`src/rtl/int_alu_exec_stage.sv`:
```
// Integer ALU execute stage: X (operands) -> ALU -> W (result) feeding one CDB port plus a bypass tap.
// Latency: issue edge -> cdb_valid two cycles later; a CDB stall holds W, then X, then drops in_ready.
module int_alu_exec_stage #(
  parameter int ROB_IDX = 5,
  parameter int PRF_IDX = 6,
  parameter int ARF_IDX = 5,
  parameter int XLEN    = 32
) (
  input  logic               clk,
  input  logic               rst,
  input  logic               in_valid,
  output logic               in_ready,
  input  logic [ROB_IDX-1:0] in_rob_id,
  input  logic [PRF_IDX-1:0] in_rd_phy,
  input  logic [ARF_IDX-1:0] in_rd_arch,
  input  logic               in_op1_sel,
  input  logic               in_op2_sel,
  input  logic [3:0]         in_fu_opcode,
  input  logic [XLEN-1:0]    in_imm,
  input  logic [XLEN-1:0]    in_pc,
  input  logic [XLEN-1:0]    in_rs1_value,
  input  logic [XLEN-1:0]    in_rs2_value,
  output logic               cdb_valid,
  input  logic               cdb_ready,
  output logic [ROB_IDX-1:0] cdb_rob_id,
  output logic [PRF_IDX-1:0] cdb_rd_phy,
  output logic [ARF_IDX-1:0] cdb_rd_arch,
  output logic [XLEN-1:0]    cdb_rd_value,
  output logic               bypass_valid,
  output logic [PRF_IDX-1:0] bypass_rd_phy,
  output logic [XLEN-1:0]    bypass_value
);

  localparam logic [3:0] OP_ADD   = 4'd0;
  localparam logic [3:0] OP_SUB   = 4'd1;
  localparam logic [3:0] OP_SLL   = 4'd2;
  localparam logic [3:0] OP_SLT   = 4'd3;
  localparam logic [3:0] OP_SLTU  = 4'd4;
  localparam logic [3:0] OP_XOR   = 4'd5;
  localparam logic [3:0] OP_SRL   = 4'd6;
  localparam logic [3:0] OP_SRA   = 4'd7;
  localparam logic [3:0] OP_OR    = 4'd8;
  localparam logic [3:0] OP_AND   = 4'd9;
  localparam logic [3:0] OP_PASSB = 4'd10;

  // X stage
  logic               x_valid_q,    x_valid_d;
  logic [ROB_IDX-1:0] x_rob_id_q,   x_rob_id_d;
  logic [PRF_IDX-1:0] x_rd_phy_q,   x_rd_phy_d;
  logic [ARF_IDX-1:0] x_rd_arch_q,  x_rd_arch_d;
  logic               x_op1_sel_q,  x_op1_sel_d;
  logic               x_op2_sel_q,  x_op2_sel_d;
  logic [3:0]         x_opcode_q,   x_opcode_d;
  logic [XLEN-1:0]    x_imm_q,      x_imm_d;
  logic [XLEN-1:0]    x_pc_q,       x_pc_d;
  logic [XLEN-1:0]    x_rs1_q,      x_rs1_d;
  logic [XLEN-1:0]    x_rs2_q,      x_rs2_d;

  // W stage
  logic               w_valid_q,    w_valid_d;
  logic [ROB_IDX-1:0] w_rob_id_q,   w_rob_id_d;
  logic [PRF_IDX-1:0] w_rd_phy_q,   w_rd_phy_d;
  logic [ARF_IDX-1:0] w_rd_arch_q,  w_rd_arch_d;
  logic [XLEN-1:0]    w_value_q,    w_value_d;

  logic            w_drain;
  logic            w_free;
  logic            x_advance;
  logic            x_load;
  logic [XLEN-1:0] op_a;
  logic [XLEN-1:0] op_b;
  logic [4:0]      shamt;
  logic [XLEN-1:0] alu_res;

  always_comb begin
    w_drain   = w_valid_q && cdb_ready;
    w_free    = !w_valid_q || w_drain;
    x_advance = x_valid_q && w_free;
    in_ready  = !x_valid_q || x_advance;
    x_load    = in_valid && in_ready;
  end

  always_comb begin
    op_a    = x_op1_sel_q ? x_pc_q  : x_rs1_q;
    op_b    = x_op2_sel_q ? x_imm_q : x_rs2_q;
    shamt   = op_b[4:0];
    alu_res = '0;
    case (x_opcode_q)
      OP_ADD:   alu_res = op_a + op_b;
      OP_SUB:   alu_res = op_a - op_b;
      OP_SLL:   alu_res = op_a << shamt;
      OP_SLT:   alu_res = {{(XLEN-1){1'b0}}, $signed(op_a) < $signed(op_b)};
      OP_SLTU:  alu_res = {{(XLEN-1){1'b0}}, op_a < op_b};
      OP_XOR:   alu_res = op_a ^ op_b;
      OP_SRL:   alu_res = op_a >> shamt;
      OP_SRA:   alu_res = $unsigned($signed(op_a) >>> shamt);
      OP_OR:    alu_res = op_a | op_b;
      OP_AND:   alu_res = op_a & op_b;
      OP_PASSB: alu_res = op_b;
      default:  alu_res = '0;
    endcase
  end

  always_comb begin
    x_valid_d   = x_valid_q;
    x_rob_id_d  = x_rob_id_q;
    x_rd_phy_d  = x_rd_phy_q;
    x_rd_arch_d = x_rd_arch_q;
    x_op1_sel_d = x_op1_sel_q;
    x_op2_sel_d = x_op2_sel_q;
    x_opcode_d  = x_opcode_q;
    x_imm_d     = x_imm_q;
    x_pc_d      = x_pc_q;
    x_rs1_d     = x_rs1_q;
    x_rs2_d     = x_rs2_q;
    w_valid_d   = w_valid_q;
    w_rob_id_d  = w_rob_id_q;
    w_rd_phy_d  = w_rd_phy_q;
    w_rd_arch_d = w_rd_arch_q;
    w_value_d   = w_value_q;

    if (x_advance) begin
      w_rob_id_d  = x_rob_id_q;
      w_rd_phy_d  = x_rd_phy_q;
      w_rd_arch_d = x_rd_arch_q;
      w_value_d   = alu_res;
    end
    if (x_advance)    w_valid_d = 1'b1;
    else if (w_drain) w_valid_d = 1'b0;

    // Operands are captured here once; the PRF is never re-read.
    if (x_load) begin
      x_rob_id_d  = in_rob_id;
      x_rd_phy_d  = in_rd_phy;
      x_rd_arch_d = in_rd_arch;
      x_op1_sel_d = in_op1_sel;
      x_op2_sel_d = in_op2_sel;
      x_opcode_d  = in_fu_opcode;
      x_imm_d     = in_imm;
      x_pc_d      = in_pc;
      x_rs1_d     = in_rs1_value;
      x_rs2_d     = in_rs2_value;
    end
    if (x_load)         x_valid_d = 1'b1;
    else if (x_advance) x_valid_d = 1'b0;

    if (rst) begin
      x_valid_d = 1'b0;
      w_valid_d = 1'b0;
    end
  end

  always_ff @(posedge clk) begin
    x_valid_q   <= x_valid_d;
    x_rob_id_q  <= x_rob_id_d;
    x_rd_phy_q  <= x_rd_phy_d;
    x_rd_arch_q <= x_rd_arch_d;
    x_op1_sel_q <= x_op1_sel_d;
    x_op2_sel_q <= x_op2_sel_d;
    x_opcode_q  <= x_opcode_d;
    x_imm_q     <= x_imm_d;
    x_pc_q      <= x_pc_d;
    x_rs1_q     <= x_rs1_d;
    x_rs2_q     <= x_rs2_d;
    w_valid_q   <= w_valid_d;
    w_rob_id_q  <= w_rob_id_d;
    w_rd_phy_q  <= w_rd_phy_d;
    w_rd_arch_q <= w_rd_arch_d;
    w_value_q   <= w_value_d;
  end

  // Opcodes above PASSB are illegal; they still retire with a zero result.
  a_legal_opcode: assert property (@(posedge clk) disable iff (rst)
    x_advance |-> (x_opcode_q <= OP_PASSB));

  // x0 writes still complete in the ROB but must never carry data.
  always_comb begin
    cdb_valid     = w_valid_q;
    cdb_rob_id    = w_rob_id_q;
    cdb_rd_phy    = w_rd_phy_q;
    cdb_rd_arch   = w_rd_arch_q;
    cdb_rd_value  = (w_rd_arch_q == '0) ? '0 : w_value_q;
    bypass_valid  = w_valid_q && (w_rd_arch_q != '0);
    bypass_rd_phy = w_rd_phy_q;
    bypass_value  = w_value_q;
  end

endmodule

```
`config.mk`:
```
export PLATFORM = sky130hd
export DESIGN_NAME = int_alu_exec_stage
export DESIGN_NICKNAME = d
export VERILOG_FILES = /design/src/rtl/int_alu_exec_stage.sv
export SDC_FILE = /design/constraint.sdc
export NUM_CORES = 1
export LEC_CHECK = 0
export BUFFER_PORTS_ARGS = -buffer_cell sky130_fd_sc_hd__clkbuf_2
export CAP_MARGIN = 20
export CORE_MARGIN = 5
export CORE_UTILIZATION = 45
export CTS_CLUSTER_SIZE = 10
export DETAILED_ROUTE_END_ITERATION = 12
export PLACE_DENSITY = 0.75
export RECOVER_POWER = 25
export SYNTH_ARGS = -nofsm -noshare
export SYNTH_HDL_FRONTEND = slang
export SYNTH_SLANG_ARGS = --single-unit
```
`constraint.sdc`:
```
create_clock -name clk -period 4.7 [get_ports clk]
set_input_delay 0 -clock clk [delete_from_list [all_inputs] [get_ports clk]]
set_output_delay 0 -clock clk [all_outputs]
set_load 0.005 [all_outputs]
```
After elaboration in Yosys (flattened, before gate mapping)
Cells that the tools add are included.
{"block": "totals", "latchBits": 0, "mem_bits_rw": 0, "romBits": 0, "register_bits": 200, "n_memories": 0, "in_bits": 154}
{"block": "op_classes", "magnitude_cmp": 2, "shifts": 3, "reduce_logical": 13, "n_addsub": 2, "bitwise_logic": 3, "muxes": 8, "eq_ne": 10, "multipliers": 0, "n_div": 0}
{"op": "$pmux W32 S11", "count": 1}
{"op": "$mux W32", "count": 3}
{"op": "$lt A32 B32 Y1", "count": 2}
{"op": "$add A32 B32 Y32", "count": 1}
{"op": "$and A32 B32 Y32", "count": 1}
{"op": "$or A32 B32 Y32", "count": 1}
{"op": "$shl A32 B5 Y32", "count": 1}
{"op": "$shr A32 B5 Y32", "count": 1}
{"op": "$sshr A32 B5 Y32", "count": 1}
{"op": "$sub A32 B32 Y32", "count": 1}
{"op": "$xor A32 B32 Y32", "count": 1}
{"op": "$eq A4 B3 Y1 const B", "count": 4}
{"op": "$eq A4 B4 Y1 const B", "count": 3}
{"op": "$eq A4 B2 Y1 const B", "count": 2}
{"op": "$logic_not A5 Y1", "count": 1}
{"op": "$reduce_bool A5 Y1", "count": 1}
{"op": "$eq A4 B1 Y1 const B", "count": 1}
{"op": "$logic_and A1 B1 Y1", "count": 4}
{"op": "$logic_not A4 Y1", "count": 1}
{"op": "$mux W1", "count": 4}
{"op": "$reduce_bool A2 Y1", "count": 2}
{"op": "$logic_not A1 Y1", "count": 2}
{"op": "$logic_or A1 B1 Y1", "count": 2}

Depth between registers and ports, before layout
Gate-level depths: netlist of the first run.
{"block": "depth", "word_depth": 6, "mapped_depth": 19}

Worst setup path before layout of the first run
No wires, ideal clock.
{"block": "synth_timing", "path_kind": "reg-to-reg", "startpoint": "register w_valid_q (netlist: cdb_valid)", "endpoint": "register x_imm_q[0], enable pin", "setup_slack_ns": 0.171, "stages_incl_launch_ff": 4, "period_less_slack_ns": 4.529, "required_time_ns": 4.173, "arrival_ns": 4.002, "path_buffers": 0, "path_cell_list": "dfxtp_1 -> nor2b_1 -> nand2_1 -> and2_1"}
{"block": "synth_via", "elab_chain_len": 5, "word_cells_on_any_way": 6}
{"element": "from (decl)", "line": "60", "rtl": "logic w_valid_q, w_valid_d;"}
{"element": "from (signal assigned)", "line": "165", "rtl": "w_valid_q <= w_valid_d;"}
{"element": "$logic_not A1 Y1 / $logic_and A1 B1 Y1 (equally long branches)", "line": "77, 76"}
{"element": "$logic_or A1 B1 Y1 (*)", "line": "77", "rtl": "w_free = !w_valid_q || w_drain;"}
{"element": "$logic_and A1 B1 Y1 (*)", "line": "78", "rtl": "x_advance = x_valid_q && w_free;"}
{"element": "$logic_or A1 B1 Y1 (*)", "line": "79", "rtl": "in_ready = !x_valid_q || x_advance;"}
{"element": "net in_ready", "line": "12", "rtl": "output logic in_ready,"}
{"element": "$logic_and A1 B1 Y1 (*)", "line": "80", "rtl": "x_load = in_valid && in_ready;"}
{"element": "net x_load", "line": "69", "rtl": "logic x_load;"}
{"element": "to (signal assigned)", "line": "161", "rtl": "x_imm_q <= x_imm_d;"}
{"element": "to (decl)", "line": "54", "rtl": "logic [XLEN-1:0] x_imm_q, x_imm_d;"}
The timed path passes the listed nets; every way through them passes the cells marked *.
A chain may end at the register's enable or synchronous reset.

Worst setup path in the final report of the first run
{"block": "layout_timing", "startpoint": "register x_op2_sel_q", "endpoint": "register w_value_q[28] (netlist: bypass_value[28]), data pin"}
{"block": "layout_via", "elab_chain_len": 3, "word_cells_on_any_way": 10}
{"element": "from (decl)", "line": "52", "rtl": "logic x_op2_sel_q, x_op2_sel_d;"}
{"element": "from (signal assigned)", "line": "159", "rtl": "x_op2_sel_q <= x_op2_sel_d;"}
{"element": "$mux W32 (*)", "line": "85", "rtl": "op_b = x_op2_sel_q ? x_imm_q : x_rs2_q;"}
{"element": "$sub A32 B32 Y32, or another cell as far along", "line": "90", "rtl": "OP_SUB: alu_res = op_a - op_b;"}
{"element": "$pmux W32 S11 (*)", "line": "88", "rtl": "case (x_opcode_q)"}
{"element": "net alu_res[28]", "line": "73", "rtl": "logic [XLEN-1:0] alu_res;"}
{"element": "to (signal assigned)", "line": "169", "rtl": "w_value_q <= w_value_d;"}
{"element": "to (decl)", "line": "64", "rtl": "logic [XLEN-1:0] w_value_q, w_value_d;"}
Marked as above.

==> results_dict.tcl, run 1 <==
set metrics [dict create \
    final_nets 2434 \
    rsz0062_at_grt "false" \
    synthCells 1761 \
    synthTopCellsByArea "edfxtp_1 (37%), mux2i_1 (8.7%), ha_1 (7.7%)" \
    numCtsBuffers 17 \
    num-fill-cells 3071 \
    die_x_um 199.5 \
    synth_seq_area_share 0.3704 \
    worstPathMaxFanout 12 \
    syn-num-nets 2017 \
    p_switching_mw 2.255 \
    synth_edf_count 198 \
    synth_cell_types 78 \
    synthArstFlopShare 0 \
    tightest_slew_ns 1.123 \
    grt_max_degree 151 \
    synth_top_area_frac 0.3679 \
    grt_util_met1 0.4784 \
    synth_area_leader_cell "edfxtp_1" \
    synth_top_flop_cell "edfxtp_1" \
    clkPwrFrac 0.256 \
    first_global_vias 16050 \
    seqPwrFrac 0.358 \
    ctsLongestPathBuffers 2 \
    ant_nets 0 \
    gp_congestion 1.061 \
    use_met2 0.5616 \
    die_h_um 199.5 \
    multi_input_area_um2 9258 \
    core_um2 35480 \
    fin_skew_ns 0.02121 \
    area_growth_pct 27.16 \
    place_inst 2464 \
    cts_htree_levels 4 \
    die_area_um2 39800 \
    synth-seq-cells 200 \
    ios 243 \
    arrival_ns 4.88 \
    whs_ns 0.2311 \
    outcome "complete, no violations" \
    rows 69 \
    final_common_cell "clkbuf_2" \
    cap_violations 0 \
    max_freq_ghz 0.2192 \
    post_cts_buffers 0 \
    critPathLaunchType "flip-flop" \
    cts_tree "done" \
    cts-root-buf "clkbuf_16" \
    viasPerCell 6.269 \
    fin_util 0.5791 \
    place_ws_ns 0.1901 \
    clkSinkCount 200 \
    diodes 0 \
    layout-drive-gt1-share 0.2159 \
    ys_warn_count 0 \
    slew-limit-headroom 0.2513 \
    port_buffers 242 \
    critPathKind "reg2reg" \
    busiest_layer "met2" \
    finalNonFillerCells 2652 \
    slew_violations 0 \
    ir_drop_uv 300.4 \
    setup_ws_ns 0.1372 \
    drt_first_pass_iters 6 \
    grt.overflow.total 0 \
    syn_area_per_cell_um2 9.177 \
    dp_hpwl_mm 55.58 \
    cts.clk_slew.worst_paths_ns 0.09 \
    vias 16630 \
    antenna_found_initial 0 \
    grt_pass1_wl_mm 105.5 \
    p_int_mw 3.762 \
    p_per_area_nw_per_um2 292.8 \
    regArea_um2 5986 \
    drc 0 \
    start_util 0.4554 \
    total_power_mw 6.017 \
    cp.required_ns 5.02 \
    use_met3 0.06120 \
    setup_viol 0 \
    period_needed_ns 4.563 \
    fin_area_um2 20550 \
    power_frac_comb 0.386 \
    setup-tns-final_ns 0 \
    drt_iter0_drc 1848 \
    clk_latency_ns 0.48 \
    end_kind "flip-flop" \
    syn_area_um2 16160 \
    grt_usage 0.3594 \
    p_leak_nw 8.760 \
    timing.final.hold_violations 0 \
    dpl_cell_area_um2 18360 \
    final_cell_mix "clkbuf_2 (239), edfxtp_1 (198), nor2_1 (183)" \
    fin_crit_sh 0.9708 \
    netSwitchingFraction 0.3748 \
    wirelength_mm 72.96 \
    wire_per_inst_um 27.51 \
    hold_class "in2reg" \
]
-- path summary, 6_finish.rpt --
path / from / slack [ns] / to / cells after the start
max: x_op2_sel_q / 0.14 / bypass_value[28] / 15
min: in_imm[15] / 0.23 / x_imm_q[15] / 2
max reg2reg: x_op2_sel_q / 0.14 / bypass_value[28] / 15
min reg2reg: x_rd_phy_q[5] / 0.43 / bypass_rd_phy[5] / 0
-- power groups by stage --
stage	Sequential (mW)	Clock [mW]	Combinational [mW]
after floorplan	2.18	0	1.26
after global placement	2.19	0	2.12
after detailed placement	2.19	0	2.12
after CTS	2.15	1.56	2.24
after global routing	2.16	1.63	2.44
final	2.15	1.54	2.32
-- cells by family (layout without fill, tap and decap cells) --
group                      count (synthesis)  count (layout)  share of synthesized area
and+or+nand+nor                          496             496                     0.1387
buffers and inverters                    227             657                    0.06024
muxes                                    180             180                     0.1236
adders and majority gates                102             102                    0.07990
DFF                                      200             200                     0.3704
AOI/OAI and AO/OA                        551             551                     0.2245
xor gates and xnor gates                   5               5                   0.002710
-- cells in the mapped netlist, types with 14 or more instances --
| master | n |
|---|---|
| inv_1 | 93 |
| a221oi_1 | 23 |
| mux2i_1 | 140 |
| a211oi_1 | 26 |
| edfxtp_1 | 198 |
| nor2_1 | 185 |
| a22oi_1 | 18 |
| ha_1 | 100 |
| nand3_1 | 19 |
| buf_2 | 24 |
| clkbuf_1 | 69 |
| nand2_1 | 138 |
| nor2b_1 | 49 |
| o22ai_1 | 26 |
| o211ai_1 | 29 |
| nor3_1 | 36 |
| o21ai_0 | 100 |
| a21o_1 | 16 |
| inv_2 | 14 |
| a21oi_1 | 160 |
| o31ai_1 | 15 |
| mux2_2 | 24 |
| a31oi_1 | 14 |
-- cell type report --
class,count,share of cell area
multi-input combinational,1334,0.4505
sequential,200,0.2913
timing repair buffer,518,0.1808
tap,461,0.02807
clock buffer,17,0.02070
inverter,107,0.01954
clock inverter,15,0.009133
-- metal layers --
metal | share of wire | vias to the layer above | wire length (µm)
met5 | 0 | - | 0
met1 | 0.40 | 8049 | 29340
li1 | - | 7409 | -
met4 | 0.063 | 0 | 4627
met3 | 0.092 | 194 | 6728
met2 | 0.44 | 974 | 32260
-- critical path, cell delays in order, from the launching register on --
cell	delay, ns
edfxtp_1	0.55
buf_12	0.23
mux2i_4	0.30
inv_2	0.17
fa_1	0.47
nor3_1	0.30
o31ai_1	0.16
buf_4	0.18
a211oi_1	0.56
o21a_1	0.28
o41ai_2	0.12
o31ai_1	0.25
buf_4	0.19
nand2_1	0.12
o41a_1	0.44
o211ai_1	0.08
-- sequential cells by signal, summed over array words and instances, names as in the netlist --
register	count
x_opcode_q	4
cdb_valid	1
x_imm_q	32
bypass_value	32
x_rs2_q	32
x_rob_id_q	5
x_rd_phy_q	6
x_op2_sel_q	1
x_pc_q	32
x_op1_sel_q	1
cdb_rob_id	5
x_valid_q	1
bypass_rd_phy	6
x_rs1_q	32
cdb_rd_arch	5
x_rd_arch_q	5
-- what timing repair did --
item | CTS | global route
endpoints found under the setup margin | 0 | 3
hold buffers | 154 | 0
hold endpoints to repair | 152 | 0
gates resized for setup | 0 | 2
(Power assumes the default switching activity.)
==> inputs of run 2 (changes only) <==
RECOVER_POWER = 100   (was 25)
==> results_dict.tcl, run 2 (same netlist as run 1, synthesis figures left out) <==
set metrics [dict create \
    place_inst 2464 \
    dpl_cell_area_um2 18360 \
    fin_skew_ns 0.02155 \
    slowest_stage "a211oi_1" \
    tightest_slew_ns 3.760 \
    port_buffers 242 \
    critPathLaunchType "flip-flop" \
    grt_usage 0.3594 \
    slew-limit-headroom -1.507 \
    gp_congestion 1.061 \
    cts-root-buf "clkbuf_16" \
    cp.required_ns 5.02 \
    crit_family "compound AO/OA/AOI/OAI gates" \
    grt_pass1_wl_mm 105.5 \
    final_nets 2434 \
    violations "max-capacitance violations, max-slew violations" \
    outcome "finished with violations" \
    setup_viol 0 \
    post_cts_buffers 0 \
    startpoint "x_op2_sel_q" \
    total_power_mw 6.009 \
    finalNonFillerCells 2652 \
    reg2reg_depth 15 \
    cts_tree "done" \
    critPathMostFrequentCell "o31ai_1" \
    die_area_um2 39800 \
    diodes 0 \
    viasPerCell 6.236 \
    ctsLongestPathBuffers 2 \
    end_kind "flip-flop" \
    fin_crit_sh 0.9776 \
    setup-tns-final_ns 0 \
    p_leak_nw 8.593 \
    hold_class "in2reg" \
    arrival_ns 4.91 \
    crit_end "bypass_value[28]" \
    final_common_cell "edfxtp_1" \
    fin_area_um2 20440 \
    max_freq_ghz 0.2177 \
    crit_chain "buf_12 > mux2i_4 > inv_2 > fa_1 > nor3_1 > o31ai_1 > clkbuf_1 > a211oi_1 > o21a_1 > o41ai_1 > o31ai_1 > buf_4 > nand2_1 > o41a_1 > o211ai_1" \
    period_needed_ns 4.595 \
    wirelength_mm 72.86 \
    vias 16540 \
    drt_first_pass_iters 5 \
    first_global_vias 16050 \
    worstPathMaxFanout 12 \
    clkSinkCount 200 \
    slew_violations 200 \
    rrSetupSlack_ns 0.11 \
    reg2reg_from "x_op2_sel_q" \
    rows 69 \
    timing.final.hold_violations 0 \
    p_per_area_nw_per_um2 294.0 \
    wire_per_inst_um 27.47 \
    antenna_found_initial 0 \
    ios 243 \
    r2r-end "bypass_value[28]" \
    dp_hpwl_mm 55.58 \
    grt.overflow.total 0 \
    crit_buf_inv 4 \
    numCtsBuffers 17 \
    ir_drop_uv 300.8 \
    drc 0 \
    drt_iter0_drc 2014 \
    max_stage_delay_ns 0.59 \
    cap_violations 2 \
    area_growth_pct 26.46 \
    start_util 0.4554 \
    rsz0062_at_grt "false" \
    critPathKind "reg2reg" \
    layout-drive-gt1-share 0.1899 \
    worstSetupPathDepth 15 \
    core_um2 35480 \
    die_h_um 199.5 \
    final_cell_mix "edfxtp_1 (198), clkbuf_2 (194), nor2_1 (184)" \
    die_x_um 199.5 \
    grt_max_degree 151 \
    cts_htree_levels 4 \
    ant_nets 0 \
    cts.clk_slew.worst_paths_ns 0.09 \
    clk_latency_ns 0.48 \
]
[run 2: cell count changes in the layout (fill, tap and decap cells not counted), moves of 2 or more]
cell,change
mux2_2,-2
mux2_1,+2
buf_4,-6
clkbuf_1,+51
clkbuf_2,-45
[run 2: power by group]
group          total, mW  switching, mW  internal (mW)
Combinational       2.30           1.46          0.841
Clock               1.55          0.741          0.806
Sequential          2.16         0.0529           2.11
[run 2: layer usage]
| layer | GRT usage | part of all wire |
|---|---|---|
| met2 | 0.5616 | 0.44 |
| met5 | 0 | 0 |
| met3 | 0.06120 | 0.091 |
| met1 | 0.4784 | 0.40 |
| met4 | 0.1914 | 0.062 |
[run 2: timing repair]
action | 4_1_cts | 5_1_grt
gates resized for setup | 0 | 2
endpoints found under the hold margin | 152 | 0
endpoints found under the setup margin | 0 | 3
hold buffers | 154 | 0
[run 2: how the worst min path moves through the flow]
| stage | start | to | depth (start not counted) |
|---|---|---|---|
| 2_1_floorplan | rst | cdb_valid | 1 |
| 3_3_place_gp | in_pc[22] | x_pc_q[22] | 1 |
| 3_5_place_dp | in_rs1_value[22] | x_rs1_q[22] | 1 |
| 4_1_cts | in_imm[21] | x_imm_q[21] | 2 |
| 6_report | in_imm[21] | x_imm_q[21] | 2 |
| 5_1_grt | in_imm[3] | x_imm_q[3] | 2 |
[run 2: stage by stage]
stage,util,hold slack (ns),setup WS [ns]
CTS,0.5782,0.2080,0.1639
global route,0.5759,0.2344,0.03492
finish,0.5759,0.2298,0.1055
floorplan,-,0.07238,0.1712
detailed placement,0.5174,0.1786,0.1901
global placement,0.5174,0.1763,0.1758
[run 2: area by class of cell]
cell class,instances,area (µm²)
clock buffers,17,425.4
clock inverters,15,187.7
fillers,3114,15050
inverters,107,401.6
multi-input cells,1334,9245
flip-flops and latches,200,5986
well taps,461,576.8
repair buffers,518,3613
